--- src/rtl/ad1868_pkg.sv ---
// Shared widths and watchdog defaults for the AD1868-style serial receiver.
package ad1868_pkg;

    localparam int SAMPLE_W    = 16;
    localparam int SHIFT_W     = 18;
    localparam int SYNC_STAGES = 2;
    localparam int TIMEOUT_DEF = 24576;

    function automatic int cnt_width(input int timeout);
        return $clog2(timeout + 1);
    endfunction

    localparam int CNT_W_DEF = cnt_width(TIMEOUT_DEF);

endpackage

--- src/rtl/ad1868_receiver_sync_edge.sv ---
// Multi-stage synchroniser with a registered rising-edge detector.
module sync_edge
    import ad1868_pkg::*;
(
    input  logic i_clk,
    input  logic i_rst,
    input  logic i_d,
    output logic o_level,
    output logic o_rise
);

    logic [SYNC_STAGES-1:0] sync_q;
    logic                   last_q;

    always_ff @(posedge i_clk or posedge i_rst) begin
        if (i_rst) begin
            sync_q <= '0;
            last_q <= 1'b0;
        end else begin
            sync_q <= {sync_q[SYNC_STAGES-2:0], i_d};
            last_q <= sync_q[SYNC_STAGES-1];
        end
    end

    assign o_level = sync_q[SYNC_STAGES-1];
    assign o_rise  = o_level & ~last_q;

endmodule

--- src/rtl/ad1868_receiver.sv ---
// Deserialises the BCK/DL/DR/LL/LR stream into parallel 16-bit words on MCLK,
// deferring handoff while the encoder holds and muting on source silence.
module ad1868_receiver
    import ad1868_pkg::*;
#(
    parameter int DATA_BITS = 16,
    parameter int TIMEOUT   = TIMEOUT_DEF
) (
    input  logic                i_clk,
    input  logic                i_rst,
    input  logic                i_bck,
    input  logic                i_dl,
    input  logic                i_dr,
    input  logic                i_ll,
    input  logic                i_lr,
    input  logic                i_hold,
    output logic [SAMPLE_W-1:0] o_data_l,
    output logic [SAMPLE_W-1:0] o_data_r,
    output logic                o_update,
    output logic                o_active,
    output logic                o_overrun
);

    localparam int CNT_W = cnt_width(TIMEOUT);

    logic bck_rise, ll_rise, lr_rise;
    logic bck_lvl, ll_lvl, lr_lvl;

    sync_edge u_bck (
        .i_clk  (i_clk),
        .i_rst  (i_rst),
        .i_d    (i_bck),
        .o_level(bck_lvl),
        .o_rise (bck_rise)
    );

    sync_edge u_ll (
        .i_clk  (i_clk),
        .i_rst  (i_rst),
        .i_d    (i_ll),
        .o_level(ll_lvl),
        .o_rise (ll_rise)
    );

    sync_edge u_lr (
        .i_clk  (i_clk),
        .i_rst  (i_rst),
        .i_d    (i_lr),
        .o_level(lr_lvl),
        .o_rise (lr_rise)
    );

    logic [SYNC_STAGES-1:0] dl_q, dr_q, hold_q;
    logic                   dl_s, dr_s, hold_s;

    always_ff @(posedge i_clk or posedge i_rst) begin
        if (i_rst) begin
            dl_q   <= '0;
            dr_q   <= '0;
            hold_q <= '0;
        end else begin
            dl_q   <= {dl_q[SYNC_STAGES-2:0], i_dl};
            dr_q   <= {dr_q[SYNC_STAGES-2:0], i_dr};
            hold_q <= {hold_q[SYNC_STAGES-2:0], i_hold};
        end
    end

    assign dl_s   = dl_q[SYNC_STAGES-1];
    assign dr_s   = dr_q[SYNC_STAGES-1];
    assign hold_s = hold_q[SYNC_STAGES-1];

    // The first 16 bits of a DATA_BITS word sit at the top of its window.
    function automatic logic [SAMPLE_W-1:0] align(input logic [SHIFT_W-1:0] s);
        logic [SHIFT_W-1:0] t;
        t = s >> (DATA_BITS - SAMPLE_W);
        return t[SAMPLE_W-1:0];
    endfunction

    logic [SHIFT_W-1:0]  shift_l, shift_r;
    logic [SAMPLE_W-1:0] pend_l, pend_r;
    logic                pend_l_flag, pend_r_flag;
    logic [CNT_W-1:0]    wd_cnt;
    logic                latch_any, mute, commit;

    assign latch_any = ll_rise | lr_rise;
    assign mute      = ~latch_any & (wd_cnt == CNT_W'(TIMEOUT - 1));
    assign commit    = ~hold_s & (pend_l_flag | pend_r_flag);

    always_ff @(posedge i_clk or posedge i_rst) begin
        if (i_rst) begin
            shift_l     <= '0;
            shift_r     <= '0;
            pend_l      <= '0;
            pend_r      <= '0;
            pend_l_flag <= 1'b0;
            pend_r_flag <= 1'b0;
            wd_cnt      <= '0;
            o_data_l    <= '0;
            o_data_r    <= '0;
            o_update    <= 1'b0;
            o_active    <= 1'b0;
            o_overrun   <= 1'b0;
        end else begin
            o_update <= 1'b0;

            if (bck_rise) begin
                shift_l <= {shift_l[SHIFT_W-2:0], dl_s};
                shift_r <= {shift_r[SHIFT_W-2:0], dr_s};
            end

            if (latch_any) begin
                wd_cnt <= '0;
            end else if (wd_cnt != CNT_W'(TIMEOUT)) begin
                wd_cnt <= wd_cnt + 1'b1;
            end

            if (mute) begin
                o_data_l    <= '0;
                o_data_r    <= '0;
                pend_l      <= '0;
                pend_r      <= '0;
                pend_l_flag <= 1'b0;
                pend_r_flag <= 1'b0;
                o_active    <= 1'b0;
                o_update    <= |{o_data_l, o_data_r};
            end else begin
                if (commit) begin
                    o_data_l    <= pend_l;
                    o_data_r    <= pend_r;
                    o_update    <= 1'b1;
                    o_active    <= 1'b1;
                    pend_l_flag <= 1'b0;
                    pend_r_flag <= 1'b0;
                end
                // A latch landing on a commit cycle is kept: set beats clear.
                if (ll_rise) begin
                    pend_l      <= align(shift_l);
                    pend_l_flag <= 1'b1;
                    if (pend_l_flag & ~commit) o_overrun <= 1'b1;
                end
                if (lr_rise) begin
                    pend_r      <= align(shift_r);
                    pend_r_flag <= 1'b1;
                    if (pend_r_flag & ~commit) o_overrun <= 1'b1;
                end
            end
        end
    end

endmodule

--- config.mk ---
export PLATFORM = sky130hd
export DESIGN_NAME = ad1868_receiver
export DESIGN_NICKNAME = d
export VERILOG_FILES = /design/src/rtl/ad1868_pkg.sv /design/src/rtl/ad1868_receiver_sync_edge.sv /design/src/rtl/ad1868_receiver.sv
export SDC_FILE = /design/constraint.sdc
export NUM_CORES = 1
export LEC_CHECK = 0
export ABC_CLOCK_PERIOD_IN_PS = 5500
export CAP_MARGIN = 20
export CORE_UTILIZATION = 57
export DETAILED_ROUTE_END_ITERATION = 16
export PLACE_DENSITY_LB_ADDON = 0.05
export SLEW_MARGIN = 20
export SYNTH_ARGS = -nofsm -noshare
export SYNTH_HDL_FRONTEND = slang
export SYNTH_SLANG_ARGS = --single-unit
--- constraint.sdc ---
create_clock -name i_clk -period 5.5 [get_ports i_clk]
set_input_delay 1.1 -clock i_clk [delete_from_list [all_inputs] [get_ports i_clk]]
set_output_delay 1.1 -clock i_clk [all_outputs]
set_load 0.03 [all_outputs]
==> Yosys cells after proc, flatten, opt, wreduce, memory -nomap -nowiden <==
Cells that the tools add are included.
Widths: inputs -> output; s select.
{ "totals": {"ff_bits": 131, "word_cells": 69, "out_inout_bits": 35, "inputBits": 8} }
{ "op_classes": {"reduce_logical": 7, "mux": 23, "add_sub_neg": 1, "eq_ne": 2, "bitwise_logic": 15} }
{ "op_table": {"columns": ["cell", "count"], "rows": [
  ["$mux 16", 8],
  ["$reduce_or 32->1", 1],
  ["$mux 15", 2],
  ["$add 15x1->15 const B", 1],
  ["$eq 15x15->1 const B", 1],
  ["$ne 15x15->1 const B", 1],
  ["$mux 1", 13],
  ["$reduce_bool 2->1", 4],
  ["$and 1x1->1", 7],
  ["$not 1->1", 6],
  ["$reduce_bool 3->1", 2],
  ["$or 1x1->1", 2]
]} }

==> Longest topological paths before layout <==
Gate-level depths: netlist (run 1).
{ "depth": {"depth_word": 8, "ltp_mapped": 9, "mapped_depth_nobuf": 6} }

==> Cells and area by module <==
A second synthesis (run 1) with hierarchy kept.
{ "hier_totals": {"hier_cells": 442, "area_unflattened_um2": 5286.3} }
{ "by_module_without_submodules": {"columns": ["mod", "seq_area_each_um2", "cells_per_inst", "n_inst", "area_per_inst_um2"], "rows": [
  ["ad1868_receiver", 3052.9, 427, 1, 5008.6],
  ["sync_edge", 75.1, 5, 3, 92.6]
]} }

==> Worst setup path before layout (run 1) <==
No wires, ideal clock.
{ "synth_timing": {"kind": "reg-to-reg", "start": "reg u_lr.sync_q[1]", "end": "reg pend_r[1]", "path_buffers": 5, "path_stages_with_launch": 10, "setup_time_ps": 119, "path_slack_ps": 3701, "arrival_ps": 1680, "cell_sequence": "dfrtp_1 > nor2b_1 > buf_2 > or2_1 > buf_2 > and4bb_1 > buf_2 > buf_6 > buf_4 > nor2_1"} }
{ "synth_via": {"elab_chain_len": 5, "elab_cells_between_ends": 6, "classes_between": "mux (1); bitwise (4); reduce/logical (1)"} }
{ "synth_rtl": {"columns": ["element", "line_no", "text"], "rows": [
  ["from (decl)", "ad1868_receiver_sync_edge.sv:12", "logic [SYNC_STAGES-1:0] sync_q;"],
  ["from (signal assigned)", "ad1868_receiver_sync_edge.sv:20", "sync_q <= {sync_q[SYNC_STAGES-2:0], i_d};"],
  ["$and 1x1->1 (*)", "ad1868_receiver_sync_edge.sv:26", "assign o_rise = o_level & ~last_q;"],
  ["$or 1x1->1", "ad1868_receiver.sv:85", "assign latch_any = ll_rise | lr_rise;"],
  ["$not 1->1", "ad1868_receiver.sv:86", "assign mute = ~latch_any & (wd_cnt == CNT_W'(TIMEOUT - 1));"],
  ["$and 1x1->1", "ad1868_receiver.sv:86", null],
  ["$mux 16 / $reduce_bool 2->1 (equally long branches)", null, null],
  ["to (signal assigned)", "ad1868_receiver.sv:142", "pend_r <= align(shift_r);"],
  ["to (decl)", "ad1868_receiver.sv:80", "logic [SAMPLE_W-1:0] pend_l, pend_r;"]
]} }
Mark *: on every way between the ends. The rest lies on a longest branch, timed or not.
A chain may end at the register's enable or synchronous reset.

==> Worst setup path after layout (run 1) <==
{ "layout_timing": {"start": "reg o_data_l[3]", "end": "out o_data_l[3]"} }
{ "layout_lines": {"columns": ["element", "line_no", "text"], "rows": [
  ["from (decl)", "ad1868_receiver.sv:17", "output logic [SAMPLE_W-1:0] o_data_l,"],
  ["from (signal assigned)", "ad1868_receiver.sv:128", "o_data_l <= pend_l;"]
]} }
No word-level cell between the ends.

==> run metrics, run 1 <==
status=finished clean; switching share of total power=between 30% and 40%; Congestion Overflow GR=0; WP data required=4.40 ns; Critical Path, Cell by Cell=clkdlybuf4s50_1; Sequential Area=around 3300 um2; Sink Count=approximately 130; # setup viols final=0; R2R cell count=6; GRT Util Overall=roughly 22%; Worst Clk Skew=around 0.008 ns; via count=3126; core box area=8760 um2; hold slack=0.349 ns; initial antenna violation count=0; Pint=approximately 2.3 mW; CTS tree=done; nature of the critical path startpoint=flip-flop; first-pass GRT wire length=16.4 mm; most frequent cells in the layout=131 x dfrtp_1, 80 x nor2_1, 66 x mux2i_1, 42 x clkdlybuf4s50_1, 32 x mux2_2; Syn Area/Cell=about 13 um2; Antenna diodes=0; synthesis-to-finish area growth=21.1%; Setup Crit Path Kind=reg -> out; Placed Cells=534; ANT nets after route=0; largest cells by area after synthesis=dfrtp_1 63%, mux2i_1 13%, mux2_2 6.9%; Rel. slew slack=a little over two fifths; Die Footprint=between 9000 and 10000 um2; Post-Syn Nets=410; arrival time at the worst endpoint=1.65 ns; Post-Syn Instances=400; worst path bufs/invs=1; initial drt markers=159; R2R Setup Slk=around 3.0 ns; Netlist Area Pre-Place=5180 um2; io pins=43; multi-input logic area=between 1500 and 2000 um2; worst r2r src=u_lr.sync_q[1]; drt first pass iters=4; NetSw=1.10 mW; WL/cell=between 15 and 20 um; Comb pwr share=around a quarter; hold wc startpoint=u_ll.sync_q[0]; Layout fillers=roughly 650; Cell Rows=34; WHS Endpoint=u_ll.sync_q[1]; post_cts resized=0; Ys Warns=0; Initial Util=59.2%; largest net degree at the start of global routing=72; Setup WS pre-CTS=between 2 and 3 ns; Clock Power Share=a little under a third; Yosys reg bits=131; Hold-fix buffers, CTS=0; slowest stage cell, crit path=clkdlybuf4s50_1; RR Endpoint=o_update; critical path's largest stage delay=between 0.7 and 0.8 ns; Tcrit/Tclk final=about half; DRT Wirelength=roughly 9.4 mm; layout cell share with drive strength beyond 1=16.6%; unrepaired setup endpoints after global routing=false; Power Dens Cells=~550 nW/um2; nets=around 460; die outline height=between 90 and 100 um; dpl hpwl=about 5.7 mm; Residual DRC=0; Worst Setup Slack, final=2.75 ns; CTS buffer count=17; CTS max path bufs=2; commonest non-fill, non-tap cell in the layout=dfrtp_1; leakage power=between 3 and 4 nW; hold path depth=0; post-CTS setup buffers=0; port buffer count=42; fin crit period=roughly 2.8 ns; Die X=~97 um; Worst VDD drop=around 0.00034 V; CP Capture Type=output pin; worst hold path type=reg -> reg; clock-pin slew on the worst setup and hold paths=approximately 0.060 ns; Clock Latency Late Sink=~0.52 ns; H-tree Lvls=4; CP delay by family, top=buffers and inverters; Distinct cells, synth=30; FMAX=between 300 and 400 MHz; CTS root buffer=clkbuf_8; Slew @ Worst Pin=between 0.8 and 0.9 ns; Final GP Congestion=0.750; fin. max-slew vios=0; vias in the first global route=3208; setup TNS=0 ns; Seq/Total Area, Yosys=63.2%; max_cap viols=0; Via density=around 5.5; Seq pwr share=about 44%; peak fanout along the critical path=3; Yosys top cell area share=between 60% and 70%; Hold Vio Cnt, Final=0; Layout Cells excl Fill=between 500 and 600; top cell type by total area after synthesis=dfrtp_1
==> area by class of cell <==
class	count	share of cell area [%]
clock buffer	18	6.81
tap	108	2.15
clock inverter	14	2.45
inverter	4	0.279
multi-input combinational	242	28.6
timing repair buffer	49	7.53
sequential	131	52.2
==> cell usage after synthesis <==
cell type / n
dfrtp_1: 131
nor2_1: 80
a21oi_1: 2
clkbuf_1: 6
mux2_2: 32
xnor2_1: 2
and3_1: 1
nand2_1: 5
nand3_1: 4
ha_1: 2
nand4_1: 8
mux2i_1: 66
buf_1: 5
buf_2: 9
nor2b_1: 3
nand2b_1: 2
and2_1: 1
and4bb_1: 1
nand3b_1: 1
buf_4: 2
xor2_1: 11
a22o_1: 1
buf_6: 1
a21o_1: 1
inv_1: 4
and4_1: 4
nor4_1: 8
or2_1: 1
nor4b_1: 3
o21bai_1: 3
==> power groups by stage <==
stage	Combinational (mW)	Clock, mW	Sequential (mW)
3_5_place_dp	0.835	0	1.52
5_1_grt	0.901	1.15	1.55
4_1_cts	0.843	1.11	1.51
3_3_place_gp	0.812	0	1.51
6_report	0.831	1.09	1.51
2_1_floorplan	0.353	0	1.65
==> flip-flops by register name, summed over array words and instances (netlist names), 15 cells and up <==
| signal | flops |
|---|---|
| pend_r | 16 |
| shift_l | 16 |
| o_data_l | 16 |
| o_data_r | 16 |
| pend_l | 16 |
| shift_r | 16 |
| wd_cnt | 15 |
==> cells by family after synthesis <==
family / synth area share [%]
flip-flops: 63.2
AND/OR/NAND/NOR: 11.0
multiplexers: 19.7
buffers and inverters: 2.46
XOR/XNOR: 2.20
AO/OA/AOI/OAI: 0.941
adder cells (fa/ha/maj): 0.483
==> worst max-delay path by stage <==
stage | slack (ns) | depth (start not counted) | start | end
finish | 2.75 | 1 | o_data_l[3] | o_data_l[3]
global route | 2.69 | 1 | o_data_l[3] | o_data_l[3]
CTS | 2.71 | 1 | o_data_l[3] | o_data_l[3]
detailed placement | 2.82 | 3 | i_rst | pend_r[12]
global placement | 2.85 | 3 | i_rst | pend_r[12]
floorplan | 0.90 | 1 | i_rst | dl_q[0]
==> per-layer routing <==
layer / share of wire, % / GRT usage, % / up-vias
met4: 1.0 / 7.13 / 0
met1: 48 / 30.7 / 1606
met3: 3.1 / 6.33 / 10
met5: 0 / 0 / -
li1: - / - / 1460
met2: 48 / 34.8 / 50
==> through the flow <==
stage          power (mW)  area (um2)  util [%]
5_1_grt              3.61        6280      71.7
4_1_cts              3.46        6280      71.7
3_5_place_dp         2.36        5700      65.0
2_1_floorplan        2.00        5180         -
3_3_place_gp         2.32        5700      65.0
6_report             3.43        6280      71.7
Power figures use the tool's default switching activity.
==> inputs of run 2 (changes only) <==
--- a/config.mk
+++ b/config.mk
@@ -5,9 +5,9 @@
 export SDC_FILE = /design/constraint.sdc
 export NUM_CORES = 1
 export LEC_CHECK = 0
-export ABC_CLOCK_PERIOD_IN_PS = 5500
+export ABC_CLOCK_PERIOD_IN_PS = 2500
 export CAP_MARGIN = 20
-export CORE_UTILIZATION = 57
+export CORE_UTILIZATION = 52
 export DETAILED_ROUTE_END_ITERATION = 16
 export PLACE_DENSITY_LB_ADDON = 0.05
 export SLEW_MARGIN = 20
==> constraint.sdc (replaced) <==
create_clock -name i_clk -period 2.5 [get_ports i_clk]
set_input_delay 0.5 -clock i_clk [delete_from_list [all_inputs] [get_ports i_clk]]
set_output_delay 0.5 -clock i_clk [all_outputs]
set_load 0.03 [all_outputs]
==> run metrics, run 2 (synthesis results as in run 1) <==
Tcrit/Tclk final=84.3%; CP Capture Type=output pin; fin. max-slew vios=0; NetSw=around 2.4 mW; Cell Rows=36; Slew @ Worst Pin=between 0.6 and 0.7 ns; most frequent cells in the layout=131 x dfrtp_1, 80 x nor2_1, 66 x mux2i_1, 42 x clkdlybuf4s50_1, 32 x mux2_2; clock-pin slew on the worst setup and hold paths=0.06 ns; FMAX=roughly 470 MHz; Initial Util=between 50 and 60%; Clock Power Share=between 30% and 40%; dpl hpwl=6.02 mm; setup TNS=0 ns; synthesis-to-finish area growth=25.2%; unrepaired setup endpoints after global routing=false; Comb pwr share=23.1%; Worst VDD drop=between 0.0007 and 0.0008 V; CTS max path bufs=2; CP delay by family, top=buffers and inverters; post_cts resized=0; critical path's largest stage delay=just under 0.7 ns; Clock Latency Late Sink=slightly above 0.5 ns; # setup viols final=0; status=finished clean; vias in the first global route=~3000; drt first pass iters=4; nature of the critical path startpoint=flip-flop; CTS tree=done; Antenna diodes=0; CTS buffer count=17; post-layout util=66.7%; largest net degree at the start of global routing=45; core box area=between 9000 and 10000 um2; R2R cell count=6; Pint=around 5.6 mW; Die Footprint=between 10000 and 15000 um2; Hold-fix buffers, CTS=0; initial antenna violation count=0; Rel. slew slack=approximately 57%; Seq pwr share=roughly two fifths; first-pass GRT wire length=15.7 mm; DRT Wirelength=9.40 mm; Via density=about 5.2; slowest stage cell, crit path=clkdlybuf4s50_1; die outline height=around 100 um; worst path bufs/invs=1; GRT Util Overall=20.4%; post-CTS setup buffers=0; nets=460; ANT nets after route=0; peak fanout along the critical path=3; arrival time at the worst endpoint=about 1.6 ns; Sink Count=131; Residual DRC=0; Congestion Overflow GR=0; worst hold path type=reg -> reg; Die X=around 100 um; Worst Clk Skew=0.00929 ns; via count=about 3100; Setup Crit Path Kind=reg -> out; Hold Vio Cnt, Final=0; WL/cell=15.8 um; layout cell share with drive strength beyond 1=17.1%; WP depth=1; fin crit period=~2.1 ns; hold path depth=0; switching share of total power=~30%; io pins=43; commonest non-fill, non-tap cell in the layout=dfrtp_1; CTS root buffer=clkbuf_8; Final GP Congestion=0.773; H-tree Lvls=4; leakage power=3.09 nW; Power Dens Cells=1230 nW/um2; Critical Path, Cell by Cell=clkdlybuf4s50_1; max_cap viols=0; initial drt markers=86; WP data required=roughly 2.0 ns; port buffer count=42
-- run 2: worst paths after layout --
kind,from,end,slack (ns)
worst max-delay path,o_data_l[6],o_data_l[6],0.39
worst min-delay path,u_ll.sync_q[0],u_ll.sync_q[1],0.34
worst max register to register,wd_cnt[0],pend_l[10],0.43
worst min register to register,u_ll.sync_q[0],u_ll.sync_q[1],0.34
max in group asynchronous,i_rst,dl_q[0],1.52
min in group asynchronous,i_rst,o_data_l[5],0.37
-- run 2: layer usage --
metal | global-route usage (%) | wire, um | up-vias
met5 | 0 | 0 | -
met4 | 5.60 | 85 | 0
met3 | 6.50 | 263 | 7
met2 | 30.1 | 4380 | 40
met1 | 29.4 | 4670 | 1590
li1 | - | - | 1468
-- run 2: final cells by class --
class,count,area [um2]
clock inverters,12,253
well taps,133,166
flip-flops and latches,131,3280
multi-input cells,242,1800
clock buffers,19,432
repair buffers,54,548
fillers,750,3240
inverters,4,18.8
-- run 2: power by group through the flow --
stage / sequential [mW] / clock (mW) / combinational (mW)
floorplan: 3.62 / 0 / 0.777
global placement: 3.31 / 0 / 1.81
detailed placement: 3.33 / 0 / 1.85
CTS: 3.30 / 2.89 / 1.87
global route: 3.39 / 2.99 / 2.01
finish: 3.29 / 2.85 / 1.84
-- run 2: through the flow --
step | setup WS [ns] | hold WS (ns) | cell area (um2) | cells | total power, mW
global route | 0.299 | 0.351 | 6490 | 595 | 8.39
detailed placement | 0.423 | 0.339 | 5810 | 564 | 5.18
finish | 0.392 | 0.344 | 6490 | 595 | 7.98
floorplan | 0.377 | 0.331 | 5190 | 400 | 4.40
CTS | 0.368 | 0.348 | 6490 | 595 | 8.05
global placement | 0.493 | 0.334 | 5810 | 564 | 5.12
==> inputs of run 3 (changes only) <==
--- a/config.mk
+++ b/config.mk
@@ -5,9 +5,9 @@
 export SDC_FILE = /design/constraint.sdc
 export NUM_CORES = 1
 export LEC_CHECK = 0
-export ABC_CLOCK_PERIOD_IN_PS = 2500
+export ABC_CLOCK_PERIOD_IN_PS = 1950
 export CAP_MARGIN = 20
-export CORE_UTILIZATION = 52
+export CORE_UTILIZATION = 57
 export DETAILED_ROUTE_END_ITERATION = 16
 export PLACE_DENSITY_LB_ADDON = 0.05
 export SLEW_MARGIN = 20
==> constraint.sdc (replaced) <==
create_clock -name i_clk -period 1.95 [get_ports i_clk]
set_input_delay 0.39 -clock i_clk [delete_from_list [all_inputs] [get_ports i_clk]]
set_output_delay 0.39 -clock i_clk [all_outputs]
set_load 0.03 [all_outputs]
==> run metrics, run 3 (synthesis results as in run 1) <==
WP depth=1; Congestion Overflow GR=0; critical path's largest stage delay=0.67 ns; WP data required=1.56 ns; CTS root buffer=clkbuf_8; Setup Crit Path Kind=reg -> out; drt first pass iters=4; Rel. slew slack=a little over two thirds; leakage power=between 3 and 4 nW; layout cell share with drive strength beyond 1=between 15 and 20%; Layout fillers=616; CP delay by family, top=buffers and inverters; initial antenna violation count=0; initial drt markers=106; CP Capture Type=output pin; CTS tree=done; Tcrit/Tclk final=between 90% and 100%; Hold Vio Cnt, Final=0; fin crit period=1.90 ns; post-layout util=between 70% and 80%; via count=roughly 3200; post-CTS setup buffers=0; Worst Clk Skew=just under 0.01 ns; Cell Rows=34; Clock Latency Late Sink=a little over 0.5 ns; status=finished clean; most frequent cells in the layout=131 x dfrtp_1, 80 x nor2_1, 66 x mux2i_1, 32 x mux2_2, 32 x dlygate4sd2_1; Via density=5.55; CTS max path bufs=2; Power Dens Cells=~1500 nW/um2; arrival time at the worst endpoint=about 1.5 ns; Hold-fix buffers, CTS=0; R2R cell count=6; CTS buffer count=17; first-pass GRT wire length=16.4 mm; ANT nets after route=0; Antenna diodes=0; Slew @ Worst Pin=~0.45 ns; clock-pin slew on the worst setup and hold paths=~0.060 ns; Residual DRC=0; commonest non-fill, non-tap cell in the layout=dfrtp_1; core box area=8760 um2; nature of the critical path startpoint=flip-flop; die outline height=about 100 um; Die Footprint=roughly 9500 um2; Worst VDD drop=roughly 0.00067 V; io pins=between 40 and 50; Worst Setup Slack, final=0.0544 ns; worst hold path type=in -> reg; # setup viols final=0; Sink Count=roughly 130; port buffer count=42; unrepaired setup endpoints after global routing=false; fin. max-slew vios=0; vias in the first global route=3195; Final GP Congestion=around 0.86; DRT Wirelength=around 9.5 mm; peak fanout along the critical path=1; GRT Util Overall=~22%; Die X=between 90 and 100 um; Initial Util=between 50 and 60%; synthesis-to-finish area growth=23.0%; max_cap viols=0; hold path depth=1; WL/cell=between 15 and 20 um; nets=between 400 and 500; worst path bufs/invs=1; Setup WS pre-CTS=roughly 0.10 ns; H-tree Lvls=4; dpl hpwl=around 6 mm; FMAX=~530 MHz; slowest stage cell, crit path=clkdlybuf4s50_1; largest net degree at the start of global routing=between 70 and 80; Critical Path, Cell by Cell=clkdlybuf4s50_1
==> run 3: layout make-up <==
type	count	area, um2	share of cell area, %
Multi-Input combinational cell	242	1800	28.2
Sequential cell	131	3280	51.4
Clock inverter	13	173	2.71
Tap cell	108	135	2.12
Clock buffer	19	432	6.77
Timing Repair Buffer	54	542	8.50
Inverter	4	18.8	0.294
==> run 3: repair_timing <==
item / in CTS / in global routing
gates resized for setup: 32 / 4
gates cloned: 0 / 0
setup endpoints to repair: 32 / 24
==> run 3: metal layers <==
layer  up-vias  GRT usage, %  share of wire [%]
li1       1475             -                  -
met1      1632          30.8                 47
met2        56          34.4                 49
met3         7          5.76                2.9
met4         0          7.81               0.90
met5         -             0                  0
==> run 3: stage by stage <==
step	instances	instance area [um2]	total power, mW	hold WS (ns)	TNS (ns)
after detailed placement	539	5800	6.65	0.336	0
after global placement	539	5800	6.55	0.332	0
after floorplan	400	5190	5.64	0.331	-8.28
after global routing	571	6380	10.1	0.305	0
final	571	6380	9.55	0.325	0
after CTS	571	6360	9.65	0.307	0
==> run 3: path summary, 6_finish.rpt <==
path,from,end,slack (ns)
worst max register to register,wd_cnt[0],o_update,0.11
min in group asynchronous,i_rst,pend_l[5],0.35
max in group asynchronous,i_rst,pend_r[8],1.25
worst max-delay path,o_update,o_update,0.05
worst min-delay path,i_lr,u_lr.sync_q[0],0.33
worst min register to register,dr_q[0],dr_q[1],0.35
==> run 3: power by group <==
group          switching (mW)  internal, mW  total (mW)
registers               0.646          3.59        4.23
clock network            1.16          2.00        3.16
logic                    1.23         0.921        2.15
total                    3.04          6.51        9.55
